==> config.mk <==
export PLATFORM = sky130hd
export DESIGN_NAME = lab_test_sequencer
export DESIGN_NICKNAME = d
export VERILOG_FILES = /design/src/rtl/lab_test_sequencer.sv
export SDC_FILE = /design/constraint.sdc
export NUM_CORES = 1
export LEC_CHECK = 0
export BUFFER_PORTS_ARGS = -buffer_cell sky130_fd_sc_hd__clkbuf_2
export CAP_MARGIN = 15
export CELL_PAD_IN_SITES_DETAIL_PLACEMENT = 0
export CELL_PAD_IN_SITES_GLOBAL_PLACEMENT = 1
export CORE_ASPECT_RATIO = 2
export CORE_MARGIN = 1
export CORE_UTILIZATION = 30
export CTS_CLUSTER_DIAMETER = 50
export CTS_CLUSTER_SIZE = 30
export DETAILED_ROUTE_END_ITERATION = 16
export GPL_TIMING_DRIVEN = 0
export PLACE_DENSITY = 0.59
export SKIP_LAST_GASP = 1
export SYNTH_ARGS = -nofsm -noshare
export SYNTH_HDL_FRONTEND = slang
export SYNTH_SLANG_ARGS = --single-unit
==> constraint.sdc <==
create_clock -name clk -period 5.4 [get_ports clk]
set_input_delay 0.27 -clock clk [delete_from_list [all_inputs] [get_ports clk]]
set_output_delay 0.27 -clock clk [all_outputs]
set_load 0.02 [all_outputs]
==> src/rtl/lab_test_sequencer.sv <==
// lab_test_sequencer: walks one selected lab circuit (f, g or h) through every
// input vector, waits SETTLE cycles per vector, compares the observed output
// against the golden equation and reports the mismatch count and pass/fail.
// Optional feature: define SEQ_FAIL_LOG_EN to record the index of the first
// failing vector on first_fail/fail_valid (both tie to 0 otherwise).
module lab_test_sequencer #(
    parameter int unsigned SETTLE = 1
) (
    input  logic       clk,
    input  logic       rst,
    input  logic       start,
    input  logic       abort,
    input  logic [1:0] sel,
    input  logic       f,
    input  logic       g,
    input  logic       h,
    output logic       a,
    output logic       b,
    output logic       c,
    output logic       d,
    output logic       busy,
    output logic       done,
    output logic       pass,
    output logic [4:0] err_count,
    output logic [3:0] vec_idx,
    output logic [3:0] first_fail,
    output logic       fail_valid
);

    typedef enum logic [2:0] {
        ST_IDLE,
        ST_DRIVE,
        ST_SETTLE,
        ST_CHECK,
        ST_DONE
    } state_t;

    localparam logic [3:0] SETTLE_LAST = 4'(SETTLE - 1);

    state_t     r_state;
    state_t     w_next;
    logic [1:0] r_sel;
    logic [3:0] r_vec;          // registered stimulus {a,b,c,d}
    logic [3:0] r_vec_idx;
    logic [3:0] r_settle_cnt;
    logic [4:0] r_err_count;
    logic       r_done;
    logic       r_pass;

    logic [3:0] w_last_idx;
    logic [3:0] w_vec;
    logic       w_abort;
    logic       w_accept;
    logic       w_is_last;
    logic       w_settled;
    logic       w_va;
    logic       w_vb;
    logic       w_vc;
    logic       w_vd;
    logic       w_gold_f;
    logic       w_gold_g;
    logic       w_gold_h;
    logic       w_gold;
    logic       w_obs;
    logic       w_mismatch;

    assign w_abort   = abort && (r_state != ST_IDLE);
    assign w_accept  = (r_state == ST_IDLE) && start;
    assign w_is_last = (r_vec_idx == w_last_idx);
    assign w_settled = (r_settle_cnt == SETTLE_LAST);

    assign {w_va, w_vb, w_vc, w_vd} = r_vec;

    assign w_gold_f = w_va ^ w_vb;
    assign w_gold_g = (w_va & w_vc) | (w_vb & ~w_vc) | (w_va & w_vb);
    assign w_gold_h = ~((w_va & w_vb & w_vc) | ~(w_vc | w_vd)) | (w_vb & ~(w_vc | w_vd));

    // Per-circuit vector layout, last index and golden/observed selection
    always_comb begin
        w_last_idx = 4'd15;
        w_vec      = r_vec_idx;
        w_gold     = w_gold_h;
        w_obs      = h;
        case (r_sel)
            2'd0: begin
                w_last_idx = 4'd3;
                w_vec      = {r_vec_idx[1:0], 2'b00};
                w_gold     = w_gold_f;
                w_obs      = f;
            end
            2'd1: begin
                w_last_idx = 4'd7;
                w_vec      = {r_vec_idx[2:0], 1'b0};
                w_gold     = w_gold_g;
                w_obs      = g;
            end
            default: begin
                w_last_idx = 4'd15;
                w_vec      = r_vec_idx;
                w_gold     = w_gold_h;
                w_obs      = h;
            end
        endcase
        w_mismatch = (w_obs != w_gold);
    end

    // Next-state decode; abort outside IDLE overrides every other transition
    always_comb begin
        w_next = r_state;
        case (r_state)
            ST_IDLE: begin
                if (start) begin
                    w_next = (sel == 2'd3) ? ST_DONE : ST_DRIVE;
                end
            end
            ST_DRIVE:  w_next = ST_SETTLE;
            ST_SETTLE: begin
                if (w_settled) begin
                    w_next = ST_CHECK;
                end
            end
            ST_CHECK:  w_next = w_is_last ? ST_DONE : ST_DRIVE;
            ST_DONE:   w_next = ST_IDLE;
            default:   w_next = ST_IDLE;
        endcase
        if (w_abort) begin
            w_next = ST_IDLE;
        end
    end

    // State register
    always_ff @(posedge clk or posedge rst) begin
        if (rst) begin
            r_state <= ST_IDLE;
        end else begin
            r_state <= w_next;
        end
    end

    // Run datapath: sel latch, stimulus, settle timer, vector index, scoring
    always_ff @(posedge clk or posedge rst) begin
        if (rst) begin
            r_sel        <= '0;
            r_vec        <= '0;
            r_vec_idx    <= '0;
            r_settle_cnt <= '0;
            r_err_count  <= '0;
            r_done       <= 1'b0;
            r_pass       <= 1'b0;
        end else begin
            r_done <= 1'b0;
            if (w_abort) begin
                r_vec <= '0;
            end else begin
                case (r_state)
                    ST_IDLE: begin
                        if (start) begin
                            r_sel       <= sel;
                            r_vec_idx   <= '0;
                            r_err_count <= '0;
                            r_pass      <= 1'b0;
                        end
                    end
                    ST_DRIVE: begin
                        r_vec        <= w_vec;
                        r_settle_cnt <= '0;
                    end
                    ST_SETTLE: begin
                        r_settle_cnt <= r_settle_cnt + 4'd1;
                    end
                    ST_CHECK: begin
                        if (w_mismatch) begin
                            r_err_count <= r_err_count + 5'd1;
                        end
                        if (!w_is_last) begin
                            r_vec_idx <= r_vec_idx + 4'd1;
                        end
                    end
                    ST_DONE: begin
                        // done and pass are registered on the DONE exit edge
                        r_done <= 1'b1;
                        r_pass <= (r_sel != 2'd3) && (r_err_count == 5'd0);
                        r_vec  <= '0;
                    end
                    default: begin
                        r_vec <= '0;
                    end
                endcase
            end
        end
    end

`ifdef SEQ_FAIL_LOG_EN
    logic [3:0] r_first_fail;
    logic       r_fail_valid;

    // Capture the index of the first mismatching vector of the run
    always_ff @(posedge clk or posedge rst) begin
        if (rst) begin
            r_first_fail <= '0;
            r_fail_valid <= 1'b0;
        end else if (w_accept) begin
            r_first_fail <= '0;
            r_fail_valid <= 1'b0;
        end else if (!w_abort && (r_state == ST_CHECK) && w_mismatch && !r_fail_valid) begin
            r_first_fail <= r_vec_idx;
            r_fail_valid <= 1'b1;
        end
    end

    assign first_fail = r_first_fail;
    assign fail_valid = r_fail_valid;
`else
    assign first_fail = '0;
    assign fail_valid = 1'b0;
`endif

    assign {a, b, c, d} = r_vec;
    assign busy         = (r_state == ST_DRIVE) || (r_state == ST_SETTLE) || (r_state == ST_CHECK);
    assign done         = r_done;
    assign pass         = r_pass;
    assign err_count    = r_err_count;
    assign vec_idx      = r_vec_idx;

endmodule

==> reports/qor.csv <==
metric,value,unit
status,finished clean,
Rel. slew slack,0.359,
postcts setup bufs,0,
worst slew pin tran,0.961,ns
CTS Sinks,24,
hold buffers post-CTS,0,
Pwr Total,743,uW
vias in the first global route,1418,
num rows,36,
Synth area leaders,"dfrtp_1 (38%), nand2_1 (5.5%), mux2i_1 (5.1%)",
total length of routed wires,4.04,mm
max_cap viols,0,
layout cells sized above 1,0.232,
Switching Share,0.409,
worst skew pair latency,0.28,ns
switching power,304,uW
# H-tree levels,1,
GP Congestion,0.723,
Crit path largest cell delay,0.44,ns
Non-Filler Instances,264,
Antenna diodes,0,
width of the die,53.0,um
Post-Syn Instances,175,
Total GRT Usage,0.167,
CP Depth,6,
final period utilization,0.369,
Pre-antenna DRT Iters,4,
CP Cell Sequence,ha_1 > nor2_1 > a211o_1 > a211oi_2 > nor2_2 > a311o_1,
Clk pwr share,0.222,
fmax,502,MHz
clock-pin slew on the worst setup and hold paths,0.10,ns
PD cells,404,mW/mm^2
"Hold Vio Cnt, Final",0,
via-per-instance ratio,5.32,
Peak VDD IR,0.360,mV
number of port buffers,24,
DR iter-0 viols,34,
CTS tree,built,
Routed Antenna Nets,0,
RSZ-0062 raised after global routing,no,
Seq cells post-synth,24,
final setup vio count,0,
Crit path max-delay family,compound AO/OA/AOI/OAI gates,
Tmin final,1.99,ns
"Buf+Inv Stages, Crit Path",0,
Synth area leader,dfrtp_1,
fill count,555,
"commonest non-fill, non-tap cells in the layout","dfrtp_1 (24), clkbuf_2 (24), nand2_1 (23)",
Mapped Avg Cell Area,8.92,um^2
height of the die,104,um
Synth Cell Area,0.00156,mm^2
Root Buffer,clkbuf_8,
Die ar.,0.00552,mm^2
Hold Path Class,primary input to async pin,
Crit. End Element,flop,
register share of total power,0.340,
slowest cell on the critical path,dfrtp_1,
initial antenna violation count,0,
"Seq/Total Area, Yosys",0.385,
fin area,0.00184,mm^2
first-pass GRT wire length,6.87,mm
largest net degree at the start of global routing,25,
CP Class,flop to flop,
Remaining DRCs,0,
fin nets,223,
Yosys warning total,0,
synth unique cells,50,
Critical Path Source Type,flop,
CTS max path bufs,2,
IO Count,30,
Clock Skew,0.00506,ns
Finished Core Util,0.371,
number of flops mapped to enable cells by yosys,0,
CTS buffer count,3,
dpl hpwl,3.14,mm
area delta synth->final,17.8,%
via count,1405,
Initial Util,0.315,
drt wl/cell,15.3,um
asr flop ratio synth,1.00,
static leakage,0.000847,uW
depth of the worst register-to-register path,6,
combinational fraction of design power,0.439,
area share of the largest cell type after synthesis,0.385,
total gr overflow,0,
Crit path arrival time,2.16,ns
internal power component,439,uW
"Req. time, crit path",5.57,ns
DP Area,0.00177,mm^2
Slew Limit Fails,0,
Cells after DPL,260,
core area,0.00495,mm^2
Synth Flop Type,dfrtp_1,
Worst Path Max Fanout,6,
post-cts resize count,0,
total negative setup slack,0,ns
-- path summary, 6_finish.rpt --
kind / start / to / slack [ns]
worst max-delay path: r_vec[2]$_DFFE_PP0P_ / err_count[3]$_DFFE_PP0P_ / 3.41
worst min-delay path: rst / r_settle_cnt[2]$_DFFE_PP0P_ / 0.17
worst max register to register: r_vec[2]$_DFFE_PP0P_ / err_count[3]$_DFFE_PP0P_ / 3.41
worst min register to register: pass$_DFFE_PP0P_ / pass$_DFFE_PP0P_ / 0.53
max in group asynchronous: rst / r_vec[1]$_DFFE_PP0P_ / 4.63
min in group clk: sel[0] / r_state[2]$_DFFE_PP0P_ / 0.25
-- kinds of logic after synthesis --
kind of cell,share of synthesized area
buffers and inverters,0.0777
flip-flops,0.385
other,0.00240
XOR/XNOR,0.00561
AO/OA/AOI/OAI,0.197
adder cells (fa/ha/maj),0.0481
AND/OR/NAND/NOR,0.219
multiplexers,0.0657
-- routing by layer --
metal  wire [um]  vias up  part of all wire  global-route usage
li1            -      681                 -                   -
met1        1540      689              0.38               0.183
met2        2310       30              0.57               0.309
met3         121        5             0.030              0.0146
met4          68        0             0.017              0.0658
met5           0        -                 0                   0
-- synth_stat cells (3+ instances only) --
cell type	number
mux2i_1	8
nand2_1	23
inv_1	9
nor3_1	3
nor2_1	11
nand3_1	10
o21ai_0	16
a22oi_1	3
dfrtp_1	24
ha_1	6
nor4b_1	3
buf_4	5
o21bai_1	3
buf_2	4
a21oi_1	6
-- worst register-to-register path, delay by kind of cell (launching register included) --
| kind | cells | cell delay (ns) |
|---|---|---|
| adder cells (fa/ha/maj) | 1 | 0.30 |
| AND/OR/NAND/NOR | 2 | 0.16 |
| AO/OA/AOI/OAI | 3 | 0.98 |
| flip-flops | 1 | 0.44 |
-- power by group through the flow --
stage               clock, uW  sequential [uW]  combinational (uW)
floorplan                   0              256                 242
global placement            0              254                 327
detailed placement          0              257                 331
CTS                       169              253                 331
global route              174              258                 366
finish                    165              252                 326
-- area by class of cell --
cell class / instances / area [um^2] / share of cell area
Tap cell: 57 / 71.3 / 0.0388
Clock buffer: 3 / 41.3 / 0.0224
Buffer: 13 / 87.6 / 0.0476
Multi-Input combinational cell: 133 / 855 / 0.465
Inverter: 9 / 33.8 / 0.0184
Timing Repair Buffer: 24 / 120 / 0.0653
Sequential cell: 24 / 601 / 0.327
Clock inverter: 1 / 30.0 / 0.0163
-- registers in the layout (all words and copies together) (netlist names) --
signal and cells:
done 1, pass 1, r_sel 2, r_settle_cnt 4, r_vec 4, vec_idx 4, err_count 5, r_state 3
-- metrics by stage --
| stage | hold WS (ns) | setup slack, ns |
|---|---|---|
| global route | 0.279 | 3.32 |
| finish | 0.172 | 3.41 |
| floorplan | 0.285 | 3.47 |
| CTS | 0.232 | 3.40 |
| global placement | 0.519 | 3.43 |
| detailed placement | 0.522 | 3.41 |
No activity file was read; power rests on OpenSTA's default activity.
